===== src/rtl/iis_pkg.sv =====
// Shared definitions for the I2S capture block: FSM state encoding,
// channel tag values and the default sample width.
package iis_pkg;

    localparam int DEFAULT_DW = 16;

    localparam logic CH_LEFT  = 1'b0;
    localparam logic CH_RIGHT = 1'b1;

    // Word alignment FSM states
    typedef enum logic [1:0] {
        S_IDLE  = 2'd0,
        S_ALIGN = 2'd1,
        S_SHIFT = 2'd2,
        S_WAIT  = 2'd3
    } iis_state_t;

endpackage


===== src/rtl/iis_sync_fifo.sv =====
// Single-clock FIFO with registered read data.
// Handshake: a push is accepted when not full, or when full and a pop is
// accepted in the same cycle; a pop is accepted when not empty and its data
// appears on pop_data with pop_valid high one cycle later. drop flags a push
// that was refused because the FIFO was full and nothing was popped.
module iis_sync_fifo #(
    parameter int W     = 17,
    parameter int DEPTH = 8
) (
    input  logic         clk,
    input  logic         rst,
    input  logic         push,
    input  logic [W-1:0] push_data,
    input  logic         pop,
    output logic [W-1:0] pop_data,
    output logic         pop_valid,
    output logic         full,
    output logic         empty,
    output logic         drop
);

    localparam int AW = $clog2(DEPTH);
    localparam int CW = AW + 1;

    logic [W-1:0]  mem [DEPTH];
    logic [AW-1:0] wptr;
    logic [AW-1:0] rptr;
    logic [CW-1:0] count;
    logic          do_push;
    logic          do_pop;

    assign full    = (count == CW'(DEPTH));
    assign empty   = (count == '0);
    assign do_pop  = pop & ~empty;
    assign do_push = push & (~full | do_pop);
    assign drop    = push & full & ~do_pop;

    // Storage array; written only on an accepted push
    always_ff @(posedge clk) begin
        if (do_push) begin
            mem[wptr] <= push_data;
        end
    end

    // Pointers, occupancy count and registered read port
    always_ff @(posedge clk) begin
        if (rst) begin
            wptr      <= '0;
            rptr      <= '0;
            count     <= '0;
            pop_data  <= '0;
            pop_valid <= 1'b0;
        end else begin
            pop_valid <= do_pop;
            if (do_push) begin
                wptr <= wptr + AW'(1);
            end
            if (do_pop) begin
                pop_data <= mem[rptr];
                rptr     <= rptr + AW'(1);
            end
            case ({do_push, do_pop})
                2'b10:   count <= count + CW'(1);
                2'b01:   count <= count - CW'(1);
                default: count <= count;
            endcase
        end
    end

endmodule


===== src/rtl/iis_capture.sv =====
// I2S (Philips format) receiver: synchronizes BCLK/LRCK/SD into pclk,
// deserializes MSB-first words one bit after each LRCK change and queues
// {channel, word} entries for the system side.
// Optional feature macro: IIS_CAPTURE_VOL_EN adds vol_l/vol_r, which hold the
// most recently completed word of each channel regardless of FIFO state.
module iis_capture
    import iis_pkg::*;
#(
    parameter int DW          = DEFAULT_DW,
    parameter int FIFO_DEPTH  = 8,
    parameter int SYNC_STAGES = 2
) (
    input  logic          pclk,
    input  logic          preset,
    input  logic          bclk_in,
    input  logic          lrck_in,
    input  logic          sd_in,
    input  logic          rdreq,
    output logic [DW-1:0] dataout,
    output logic          dout_lr,
    output logic          dvalid,
    output logic          empty,
    output logic          full,
    output logic          overrun,
    output logic          frame_err,
    input  logic          clr_err
`ifdef IIS_CAPTURE_VOL_EN
    ,
    output logic [DW-1:0] vol_l,
    output logic [DW-1:0] vol_r
`endif
);

    localparam int CNTW = $clog2(DW + 1);

    logic [SYNC_STAGES-1:0] bclk_sync;
    logic [SYNC_STAGES-1:0] lrck_sync;
    logic [SYNC_STAGES-1:0] sd_sync;
    logic                   bclk_s;
    logic                   lrck_s;
    logic                   sd_s;
    logic                   bclk_prev;
    logic                   brise;
    logic                   lrck_prev;
    logic                   lrck_edge;

    iis_state_t             state;
    iis_state_t             state_n;
    logic [CNTW-1:0]        cnt;
    logic [CNTW-1:0]        cnt_n;
    logic [DW-2:0]          shreg;
    logic [DW-2:0]          shreg_n;
    logic                   chan;
    logic                   chan_n;
    logic [DW-1:0]          word_full;
    logic                   push;
    logic                   ferr_set;
    logic                   fifo_drop;
    logic [DW:0]            fifo_rdata;

    assign bclk_s    = bclk_sync[SYNC_STAGES-1];
    assign lrck_s    = lrck_sync[SYNC_STAGES-1];
    assign sd_s      = sd_sync[SYNC_STAGES-1];
    assign brise     = bclk_s & ~bclk_prev;
    assign lrck_edge = (lrck_s != lrck_prev);
    // Word as it would look with the current bit shifted in as the LSB
    assign word_full = {shreg, sd_s};

    // Input synchronizers, bclk edge history and lrck value at the last bclk rise
    always_ff @(posedge pclk) begin
        if (preset) begin
            bclk_sync <= '0;
            lrck_sync <= '0;
            sd_sync   <= '0;
            bclk_prev <= 1'b0;
            lrck_prev <= 1'b0;
        end else begin
            bclk_sync <= {bclk_sync[SYNC_STAGES-2:0], bclk_in};
            lrck_sync <= {lrck_sync[SYNC_STAGES-2:0], lrck_in};
            sd_sync   <= {sd_sync[SYNC_STAGES-2:0], sd_in};
            bclk_prev <= bclk_s;
            if (brise) begin
                lrck_prev <= lrck_s;
            end
        end
    end

    // Alignment FSM state and datapath registers
    always_ff @(posedge pclk) begin
        if (preset) begin
            state <= S_IDLE;
            cnt   <= '0;
            shreg <= '0;
            chan  <= CH_LEFT;
        end else begin
            state <= state_n;
            cnt   <= cnt_n;
            shreg <= shreg_n;
            chan  <= chan_n;
        end
    end

    // Next state: all actions happen on a bclk rise. The bit sampled on the
    // rise that shows an lrck change is the LSB of the word that is ending,
    // so a word completing on that same rise is still pushed.
    always_comb begin
        state_n  = state;
        cnt_n    = cnt;
        shreg_n  = shreg;
        chan_n   = chan;
        push     = 1'b0;
        ferr_set = 1'b0;
        if (brise) begin
            case (state)
                S_IDLE: begin
                    if (lrck_edge) begin
                        state_n = S_ALIGN;
                        chan_n  = lrck_s;
                        cnt_n   = '0;
                    end
                end
                S_ALIGN: begin
                    if (lrck_edge) begin
                        // A slot one bit long cannot hold a word
                        ferr_set = 1'b1;
                        chan_n   = lrck_s;
                        cnt_n    = '0;
                    end else begin
                        shreg_n = word_full[DW-2:0];
                        cnt_n   = CNTW'(1);
                        state_n = S_SHIFT;
                    end
                end
                S_SHIFT: begin
                    shreg_n = word_full[DW-2:0];
                    if (cnt == CNTW'(DW - 1)) begin
                        push    = 1'b1;
                        cnt_n   = '0;
                        state_n = lrck_edge ? S_ALIGN : S_WAIT;
                        if (lrck_edge) begin
                            chan_n = lrck_s;
                        end
                    end else if (lrck_edge) begin
                        ferr_set = 1'b1;
                        cnt_n    = '0;
                        chan_n   = lrck_s;
                        state_n  = S_ALIGN;
                    end else begin
                        cnt_n = cnt + CNTW'(1);
                    end
                end
                S_WAIT: begin
                    if (lrck_edge) begin
                        state_n = S_ALIGN;
                        chan_n  = lrck_s;
                        cnt_n   = '0;
                    end
                end
                default: state_n = S_IDLE;
            endcase
        end
    end

    iis_sync_fifo #(
        .W     (DW + 1),
        .DEPTH (FIFO_DEPTH)
    ) u_fifo (
        .clk       (pclk),
        .rst       (preset),
        .push      (push),
        .push_data ({chan, word_full}),
        .pop       (rdreq),
        .pop_data  (fifo_rdata),
        .pop_valid (dvalid),
        .full      (full),
        .empty     (empty),
        .drop      (fifo_drop)
    );

    assign dataout = fifo_rdata[DW-1:0];
    assign dout_lr = fifo_rdata[DW];

    // Sticky error flags; a new error wins over a simultaneous clear
    always_ff @(posedge pclk) begin
        if (preset) begin
            overrun   <= 1'b0;
            frame_err <= 1'b0;
        end else begin
            if (fifo_drop) begin
                overrun <= 1'b1;
            end else if (clr_err) begin
                overrun <= 1'b0;
            end
            if (ferr_set) begin
                frame_err <= 1'b1;
            end else if (clr_err) begin
                frame_err <= 1'b0;
            end
        end
    end

`ifdef IIS_CAPTURE_VOL_EN
    // Latest completed word per channel, updated even when the FIFO drops it
    always_ff @(posedge pclk) begin
        if (preset) begin
            vol_l <= '0;
            vol_r <= '0;
        end else if (push) begin
            if (chan == CH_LEFT) begin
                vol_l <= word_full;
            end else begin
                vol_r <= word_full;
            end
        end
    end
`endif

endmodule


===== config.mk =====
export PLATFORM = sky130hd
export DESIGN_NAME = iis_capture
export DESIGN_NICKNAME = d
export VERILOG_FILES = /design/src/rtl/iis_pkg.sv /design/src/rtl/iis_sync_fifo.sv /design/src/rtl/iis_capture.sv
export SDC_FILE = /design/constraint.sdc
export NUM_CORES = 1
export LEC_CHECK = 0
export CORE_MARGIN = 10
export CORE_UTILIZATION = 50
export DETAILED_ROUTE_END_ITERATION = 7
export PLACE_DENSITY = 0.76
export SYNTH_ARGS = -nofsm -noshare
export SYNTH_HDL_FRONTEND = slang
export SYNTH_SLANG_ARGS = --single-unit

===== constraint.sdc =====
create_clock -name pclk -period 6.45 [get_ports pclk]
set_input_delay 0.645 -clock pclk [delete_from_list [all_inputs] [get_ports pclk]]
set_output_delay 0.645 -clock pclk [all_outputs]
set_load 0.01 [all_outputs]

==> key figures, run 1 <==
Placed design
  • Dpl ws: 3.198 ns
  • DPL Wire Length: 8014 um
  • GP Congestion: 0.7875
  • Port buffer count: 28

Floorplan
  • Core Rows: 45
  • Initial Utilization: about half
  • Die W: 143.5 um
  • Die height: 143.5 um
  • CORE AREA: 15090 um2
  • Die ar.: 20580 um2
  • I/O pins: 29

CTS
  • CTS tree: yes
  • Worst-skew pair later-pin latency: about 0.43 ns
  • Clk sinks: between 150 and 200
  • Hold Buf Count CTS: 0
  • CTS Buf Count: 17
  • H-tree Lvls: 4
  • Max Root-Sink Buffers: 2
  • Clock Pin Slew Worst Setup and Hold Paths: 0.07 ns
  • Resized Gates After CTS: 0
  • Post-CTS Setup Bufs: 0
  • Clock root buffer: clkbuf_16

Layout
  • Commonest cells after routing, fill and taps aside: edfxtp_1 (136), dfxtp_1 (60), nor2_1 (45)
  • # fillers: 1129
  • Area grow syn2layout: 13.69%
  • Antenna Cells: 0
  • Area of the multi-input gates: 2135 um2
  • Nets: 526
  • Commonest non-fill, non-tap cell in the layout: edfxtp_1
  • Sequential cell area: 5306 um2
  • Layout cells sized above 1: a little under a fifth

Logic synthesis
  • Adder-cell share of the synthesized area: approximately 1.8%
  • Post-Synth Simple-Gate Area: 7.800%
  • Compound-Gate Fraction of Synth Area: 4.565%
  • Synth unique cells: 47
  • Synth Register Bits: roughly 200
  • Yosys warns: 0
  • Mux contribution to synthesized area: 12.69%
  • Leading register cell type out of synthesis: edfxtp_1
  • Async set-reset flop share out of synthesis: 0%
  • Avg Cell Area, Syn: 16.11 um2
  • Cell count after synthesis: 473
  • Mapped Area: 7620 um2
  • Synthesized net count: 491
  • EDFF count, synth: approximately 140
  • Post-Synth XOR/XNOR Area: less than 1%
  • Largest family of logic cells by synthesized area: multiplexers
  • Sequential share of the synthesized area: 69.62%

STA
  • Slew @ Worst Pin: about 0.9 ns
  • Final Hold Fails: 0
  • Max_slew headroom: 38.54%
  • Fin crit share: about 45%
  • Clk_skew: between 0.01 and 0.015 ns
  • RSZ-0062 raised after global routing: no
  • FMAX: about 350 MHz
  • Fin. max-slew vios: 0
  • Minimum clock period: just under 3 ns
  • Final TNS setup: 0 ns
  • Final setup viols: 0
  • Worst Slack Setup Final: 3.559 ns

Global routing
  • Vias in the first global route: 4204
  • Largest net degree at the start of global routing: 65
  • Gr usage total: 14.72%
  • Grt ovf: 0
  • First-pass GRT wire length: 22690 um
  • Initial antenna violation count: 0

Worst setup path
  • WP buf/inv: 0
  • Cell mode on critical path: ha_1
  • Largest delay share family, worst path: simple AND/OR/NAND/NOR gates
  • Critical Path AT: ~3.2 ns
  • Critical path cell sequence: ha_1 > and3_1 > ha_1 > and4b_2 > o21ai_4 > ha_1 > or3_2 > o32ai_1 > mux2_2
  • R2R setup slack: about 3.6 ns
  • Worst endpoint required time: 6.76 ns
  • CP Max Fanout: 10
  • WP depth: 9
  • Critical-path cell with the highest stage delay: or3_2
  • Crit Path Category: reg2reg
  • FF-to-FF path depth: 9
  • Startpoint types: flip-flop
  • Crit end category: flip-flop
  • Slowest stage delay, CP: ~0.49 ns

Drt
  • Drt initial violations: roughly 390
  • Post-route ant nets: 0
  • Wire per inst: 20.38 um
  • Final WL: 14450 um
  • DRC: 0
  • DR pass1 iterations: 5
  • Vias: roughly 4100
  • Vias per cell: roughly 5.8

Min path
  • Hold Path Stages: 1
  • HP Class: reg2reg

Power and ir drop
  • Max VDD drop: roughly 210 uV
  • Pwr Density: about 280 nW/um2
  • Pleak: 2.797 nW
  • Power, Total: roughly 0.0024 W

Job
  • Max-cap violation count: 0

Run status
  • Status: finished, final reports clean
worst paths after layout:
path	startpoint	end
max	cnt[0]$_SDFFE_PP0P_	u_fifo.count[3]$_SDFFE_PP0P_
min	bclk_sync[0]$_SDFF_PP0_	bclk_sync[1]$_SDFF_PP0_
max reg2reg	cnt[0]$_SDFFE_PP0P_	u_fifo.count[3]$_SDFFE_PP0P_
min reg2reg	bclk_sync[0]$_SDFF_PP0_	bclk_sync[1]$_SDFF_PP0_
stage by stage:
stage / area, um2 / utilization [%] / hold slack (ns) / std cells
floorplan: 7620 / - / 0.4138 / 473
global placement: 8083 / 53.57 / 0.4241 / 677
detailed placement: 8083 / 53.57 / 0.4363 / 677
CTS: 8663 / 57.41 / 0.4498 / 709
global route: 8663 / 57.41 / 0.4657 / 709
finish: 8663 / 57.41 / 0.4409 / 709
registers in the layout (all words and copies together), names as in the netlist:
signal	count
u_fifo.mem	136
sd_sync	2
u_fifo.pop_data	17
lrck_sync	2
cnt	5
u_fifo.pop_valid	1
overrun	1
state	2
u_fifo.count	4
chan	1
bclk_prev	1
lrck_prev	1
u_fifo.rptr	3
u_fifo.wptr	3
shreg	15
frame_err	1
bclk_sync	2
worst register-to-register path: stages, from the launching register on:
cell,delay [ns]
dfxtp_1,0.39
ha_1,0.19
and3_1,0.16
ha_1,0.20
and4b_2,0.31
o21ai_4,0.14
ha_1,0.39
or3_2,0.49
o32ai_1,0.15
mux2_2,0.37
synth_stat cells, drive strengths merged, types with 2 or more instances:
library cell  number  area share [%]
o22ai             18             1.5
clkbuf            10            0.62
o21ai              7            0.76
a21oi             18             1.2
mux4              34              10
edfxtp           136              54
nand2b             8            0.69
nor4               2            0.16
mux2i             19             2.5
dfxtp             61              16
nor2b             13             1.1
ha                11             1.8
xor2               6            0.69
nand2             11            0.57
nor3              22             1.5
inv                9            0.44
o32ai              2            0.23
buf               15             1.6
or3                6            0.53
nor2              45             2.2
or4                3            0.30
where the power goes:
part	internal (W)	switching [W]
Clock	0.000579	0.000454
Combinational	0.00000705	0.0000119
Sequential	0.00134	0.00000320
Total	0.00192	0.000469
layout make-up:
cell class	count	share of cell area, %
clock buffers	20	5.040
clock inverters	12	1.661
inverters	9	0.3899
multi-input cells	242	24.64
flip-flops and latches	197	61.25
well taps	188	2.715
repair buffers	41	4.304
cell families (layout without fill, tap and decap cells):
| logic type | after synthesis | in the layout |
|---|---|---|
| flip-flops | 197 | 197 |
| AND/OR/NAND/NOR | 117 | 117 |
| multiplexers | 54 | 54 |
| AO/OA/AOI/OAI | 53 | 53 |
| buffers and inverters | 34 | 82 |
| adder cells (fa/ha/maj) | 11 | 11 |
| XOR/XNOR | 7 | 7 |
per-layer routing:
layer	wire length [um]	up-vias	GRT usage, %
met5	0	-	0
li1	-	1883	-
met2	7619	117	25.63
met4	296	0	7.254
met3	672	23	3.201
met1	5860	2090	16.79
Power figures use the tool's default switching activity.
==> run 2: changes to the inputs <==
==> constraint.sdc (replaced) <==
create_clock -name pclk -period 2.85 [get_ports pclk]
set_input_delay 0.285 -clock pclk [delete_from_list [all_inputs] [get_ports pclk]]
set_output_delay 0.285 -clock pclk [all_outputs]
set_load 0.01 [all_outputs]
==> key figures, run 2 (same netlist as run 1, synthesis figures left out) <==
STA
  • RSZ-0062 raised after global routing: no
  • Fin crit share: between 90 and 100%
  • Worst Slack Setup Final: approximately 0.13 ns
  • Fin. max-slew vios: 0
  • Minimum clock period: 2.724 ns
  • Clk_skew: 0.01479 ns
  • Max_slew headroom: 41.33%
  • Slew @ Worst Pin: between 0.8 and 0.9 ns
  • Final setup viols: 0
  • FMAX: 367.1 MHz
  • Final Hold Fails: 0

Floorplan
  • Die height: 143.5 um
  • Die ar.: 20580 um2
  • Die W: 143.5 um
  • Core Rows: 45
  • Initial Utilization: 50.50%
  • I/O pins: 29
  • CORE AREA: 15090 um2

Drt
  • Wire per inst: 20.38 um
  • Vias per cell: 5.777
  • Final WL: around 15000 um
  • DR pass1 iterations: 5
  • Post-route ant nets: 0
  • DRC: 0
  • Drt initial violations: 385
  • Vias: 4113

Global routing
  • Met1 global-route usage: 18.19%
  • Largest net degree at the start of global routing: 44
  • Vias in the first global route: 4228
  • Met2 usage: 24.92%
  • Initial antenna violation count: 0
  • Grt ovf: 0
  • First-pass GRT wire length: between 20000 and 25000 um
  • Most used routing layer: met2
  • Gr usage total: about 15%
  • Global routing usage on met3: 2.937%

CTS
  • Hold Buf Count CTS: 0
  • Max Root-Sink Buffers: 2
  • Worst-skew pair later-pin latency: 0.44 ns
  • Clock root buffer: clkbuf_16
  • Clk sinks: 197
  • Resized Gates After CTS: 0
  • H-tree Lvls: 4
  • CTS tree: yes
  • Post-CTS Setup Bufs: 0
  • CTS Buf Count: 17
  • Clock Pin Slew Worst Setup and Hold Paths: around 0.07 ns

Worst setup path
  • Largest delay share family, worst path: adder cells
  • FF-to-FF path depth: 12
  • Critical-path cell with the highest stage delay: dfxtp_1
  • Critical Path AT: 3.07 ns
  • Crit Path Category: reg2reg
  • Startpoint types: flip-flop
  • CP Max Fanout: 4
  • R2R setup slack: 0.13 ns
  • WP buf/inv: 0
  • Critical path cell sequence: ha_1 > and3_1 > ha_1 > and4b_2 > o21ai_4 > ha_1 > xor2_1 > ha_1 > a21oi_2 > xor2_1 > or3_1 > a21oi_1
  • Crit end category: flip-flop
  • Slowest stage delay, CP: 0.34 ns
  • Worst endpoint required time: 3.20 ns
  • Reg-to-Reg Start: cnt[0]$_SDFFE_PP0P_
  • Cell mode on critical path: ha_1
  • Reg-to-reg endpoint: u_fifo.count[2]$_SDFFE_PP0P_

Placed design
  • GP Congestion: 0.7975
  • Inst Count DP: 680
  • Placement Cell Area: 8127 um2
  • Dpl ws: about 0.15 ns
  • DPL Wire Length: 8416 um
  • Port buffer count: 28

Min path
  • HP Class: in2reg
  • Hold Path Stages: 2
  • Hold Path End: lrck_sync[0]$_SDFF_PP0_
  • Min-Delay Startpoint: lrck_in

Layout
  • Non-Filler Instances: between 700 and 800
  • Regs by FF count: u_fifo.mem (136), u_fifo.pop_data (17), shreg (15)
  • Design area: about 8700 um2
  • Commonest non-fill, non-tap cell in the layout: edfxtp_1
  • Nets: 529
  • Reg with most FFs: u_fifo.mem
  • Antenna Cells: 0
  • Max reg flops: roughly 140
  • Layout cells sized above 1: between 10% and 20%
  • Area grow syn2layout: 14.38%
  • Commonest cells after routing, fill and taps aside: edfxtp_1 (136), dfxtp_1 (60), nor2_1 (45)

Power and ir drop
  • Combinational share of power: 0.8%
  • Pleak: 2.819 nW
  • NetSw: 0.001068 W
  • Int Pwr: about 0.0043 W
  • Switch share: between 10% and 20%
  • Clock group share of total power: a little over two fifths
  • Flop pwr share: roughly 56%
  • Max VDD drop: 461.4 uV
  • Pwr Density: 619.8 nW/um2

Job
  • Max-cap violation count: 0

Run status
  • Status: finished, final reports clean
==> run 2: metrics by stage <==
stage / utilization [%] / hold slack (ns) / TNS, ns / total power, W
5_1_grt: 57.76 / 0.3961 / 0 / 0.005559
6_report: 57.76 / 0.3939 / 0 / 0.005402
3_5_place_dp: 53.86 / 0.4356 / 0 / 0.003141
4_1_cts: 57.74 / 0.3880 / 0 / 0.005433
2_1_floorplan: - / 0.4132 / -0.03398 / 0.003127
3_3_place_gp: 53.86 / 0.4176 / 0 / 0.003139
==> run 2: how the worst max path moves through the flow <==
stage,slack [ns],startpoint,endpoint,cells past startpoint
after CTS,0.14,cnt[0]$_SDFFE_PP0P_,u_fifo.count[2]$_SDFFE_PP0P_,12
after detailed placement,0.15,cnt[0]$_SDFFE_PP0P_,u_fifo.count[2]$_SDFFE_PP0P_,12
after global routing,0.03,cnt[0]$_SDFFE_PP0P_,u_fifo.count[2]$_SDFFE_PP0P_,12
after floorplan,-0.0007,cnt[0]$_SDFFE_PP0P_,u_fifo.mem[1][0]$_DFFE_PP_,6
after global placement,0.26,cnt[0]$_SDFFE_PP0P_,u_fifo.count[3]$_SDFFE_PP0P_,9
final,0.13,cnt[0]$_SDFFE_PP0P_,u_fifo.count[2]$_SDFFE_PP0P_,12
==> run 2: power groups by stage <==
stage | clock (W) | sequential, W | combinational (W)
floorplan | 0 | 0.00310 | 0.0000308
global placement | 0 | 0.00310 | 0.0000415
detailed placement | 0 | 0.00310 | 0.0000427
CTS | 0.00235 | 0.00303 | 0.0000437
global route | 0.00248 | 0.00303 | 0.0000477
finish | 0.00232 | 0.00303 | 0.0000434
==> run 2: final cells by class <==
type | instances | area [um2]
repair buffers | 44 | 407.9
fillers | 1120 | 6374
clock inverters | 12 | 117.6
well taps | 188 | 235.2
flip-flops and latches | 197 | 5306
multi-input cells | 242 | 2147
clock buffers | 20 | 467.9
inverters | 9 | 33.78
==> run 2: layer usage <==
layer	wire (um)	part of all wire [%]
met1	5872	40
met2	7695	53
met3	652	4.5
met4	290	2.0
met5	0	0
==> run 3: changes to the inputs <==
--- a/config.mk
+++ b/config.mk
@@ -8,7 +8,7 @@
 export CORE_MARGIN = 10
 export CORE_UTILIZATION = 50
 export DETAILED_ROUTE_END_ITERATION = 7
-export PLACE_DENSITY = 0.76
+export PLACE_DENSITY = 0.79
 export SYNTH_ARGS = -nofsm -noshare
 export SYNTH_HDL_FRONTEND = slang
 export SYNTH_SLANG_ARGS = --single-unit
==> constraint.sdc (replaced) <==
create_clock -name pclk -period 2.41 [get_ports pclk]
set_input_delay 0.241 -clock pclk [delete_from_list [all_inputs] [get_ports pclk]]
set_output_delay 0.241 -clock pclk [all_outputs]
set_load 0.01 [all_outputs]
==> key figures, run 3 (same netlist as run 1, synthesis figures left out) <==
Run status
  • Status: complete, but fails checks
  • Failing checks: setup timing

CTS
  • Hold Buf Count CTS: 0
  • Worst-skew pair later-pin latency: 0.44 ns
  • Max Root-Sink Buffers: 2
  • H-tree Lvls: 4
  • Clk sinks: 197
  • CTS tree: yes
  • Clock Pin Slew Worst Setup and Hold Paths: 0.07 ns
  • Clock root buffer: clkbuf_16
  • CTS Buf Count: 17

Global routing
  • Gr usage total: 15.80%
  • First-pass GRT wire length: 24240 um
  • Vias in the first global route: about 4300
  • Grt ovf: 0
  • Largest net degree at the start of global routing: 35
  • Initial antenna violation count: 0

Power and ir drop
  • Flop pwr share: 55.2%
  • Clock group share of total power: 43.9%
  • NetSw: 0.001309 W
  • Max VDD drop: 485.6 uV
  • Pwr Density: 716.5 nW/um2
  • Power, Total: 0.006500 W
  • Switch share: 20.15%
  • Int Pwr: 0.005190 W
  • Combinational share of power: 0.9%
  • Pleak: just under 3 nW

Floorplan
  • Die ar.: 20580 um2
  • Initial Utilization: 50.50%
  • Die height: 143.5 um
  • Core Rows: 45
  • I/O pins: 29
  • CORE AREA: 15090 um2
  • Die W: approximately 140 um

Placed design
  • Placement Cell Area: 8357 um2
  • Port buffer count: 28
  • Inst Count DP: 694
  • Dpl ws: -0.1778 ns
  • DPL Wire Length: just under 9000 um
  • GP Congestion: 0.7586

Drt
  • DR pass1 iterations: 5
  • Final WL: ~15000 um
  • Wire per inst: 21.02 um
  • Drt initial violations: 423
  • Vias per cell: 5.774
  • DRC: 0
  • Post-route ant nets: 0
  • Vias: 4198

Worst setup path
  • Crit end category: flip-flop
  • Slowest stage delay, CP: 0.34 ns
  • CP Max Fanout: 3
  • Largest delay share family, worst path: simple AND/OR/NAND/NOR gates
  • Cell mode on critical path: ha_4
  • Startpoint types: flip-flop
  • Critical-path cell with the highest stage delay: dfxtp_2
  • WP buf/inv: 0
  • Worst endpoint required time: about 2.8 ns
  • Critical path cell sequence: ha_4 > and3_4 > ha_4 > and4b_2 > o21ai_4 > ha_4 > xor2_2 > ha_2 > a21oi_2 > xor2_1 > or3_1 > a21oi_2
  • Critical Path AT: 2.78 ns
  • Crit Path Category: reg2reg

Layout
  • Design area: 9071 um2
  • Reg with most FFs: u_fifo.mem
  • Layout cells sized above 1: 23.56%
  • Nets: 544
  • Regs by FF count: u_fifo.mem (136), u_fifo.pop_data (17), shreg (15)
  • Antenna Cells: 0
  • Commonest non-fill, non-tap cell in the layout: edfxtp_1
  • Commonest cells after routing, fill and taps aside: edfxtp_1 (136), dfxtp_1 (58), nor2_1 (45)
  • Area grow syn2layout: 19.05%
  • Final Util: about three fifths
  • Non-Filler Instances: 727
  • Max reg flops: 136

STA
  • FMAX: 414.7 MHz
  • RSZ-0062 raised after global routing: yes
  • Final Hold Fails: 0
  • Max_slew headroom: 40.18%
  • Clk_skew: 0.01458 ns
  • Slew @ Worst Pin: 0.8943 ns
  • Final setup viols: 1
  • Worst Slack Setup Final: -0.001192 ns
  • Fin crit share: 100.0%
  • Minimum clock period: 2.411 ns
  • Fin. max-slew vios: 0

Min path
  • HP Class: in2reg

Job
  • Max-cap violation count: 0
==> run 3: changes by cell type in the layout (fill, tap and decap cells not counted), moves of 2 or more <==
cell      delta
buf_12      +10
buf_4        +5
ha_1         -5
clkinv_4     -4
ha_4         +4
dfxtp_1      -2
dfxtp_2      +2
inv_6        +2
inv_8        +2
==> run 3: what timing repair did <==
| item | 4_1_cts | 5_1_grt |
|---|---|---|
| buffers inserted | 1 | 0 |
| pin swaps | 3 | 3 |
| setup endpoints to repair | 2 | 2 |
| resized for setup | 16 | 2 |
==> run 3: metrics by stage <==
step,hold WS [ns],setup TNS (ns)
2_1_floorplan,0.3692,-25.97
3_3_place_gp,0.4255,-0.1006
3_5_place_dp,0.4246,-0.3493
4_1_cts,0.2967,0
5_1_grt,0.3280,-0.1001
6_report,0.3235,-0.001192
==> run 3: final timing paths <==
path,startpoint,endpoint,slack [ns],depth (start not counted)
worst max-delay path,cnt[0]$_SDFFE_PP0P_,u_fifo.count[2]$_SDFFE_PP0P_,-0.001,12
worst min-delay path,preset,u_fifo.wptr[0]$_SDFFE_PP0P_,0.32,2
worst max register to register,cnt[0]$_SDFFE_PP0P_,u_fifo.count[2]$_SDFFE_PP0P_,-0.001,12
worst min register to register,lrck_sync[0]$_SDFF_PP0_,lrck_sync[1]$_SDFF_PP0_,0.44,1
==> run 3: power groups by stage <==
stage | Clock [W] | Combinational (W) | Sequential (W)
4_1_cts | 0.00290 | 0.0000568 | 0.00359
2_1_floorplan | 0 | 0.0000364 | 0.00366
5_1_grt | 0.00303 | 0.0000617 | 0.00359
3_3_place_gp | 0 | 0.0000546 | 0.00366
3_5_place_dp | 0 | 0.0000561 | 0.00366
6_report | 0.00285 | 0.0000567 | 0.00359
==> run 3: area by class of cell <==
cell class,count,area [um2]
well taps,188,235.2
inverters,9,33.78
clock inverters,14,166.4
clock buffers,18,439.2
repair buffers,59,645.6
fillers,1027,6018
multi-input cells,242,2242
flip-flops and latches,197,5309
==> run 3: per-layer routing <==
metal / wire length [um] / global-route usage (%) / vias to the layer above
met3: 750 / 3.399 / 23
met4: 305 / 7.200 / 0
met1: 6233 / 18.80 / 2123
met2: 7992 / 26.92 / 135
met5: 0 / 0 / -
li1: - / - / 1917
==> run 3: worst reg2reg max path, delay by kind of cell (launching register included) <==
kind	cells	cell delay [ns]
xor+xnor	2	0.33
compound gates	3	0.26
simple gates	3	0.74
flops	1	0.34
fa+ha+maj	4	0.67
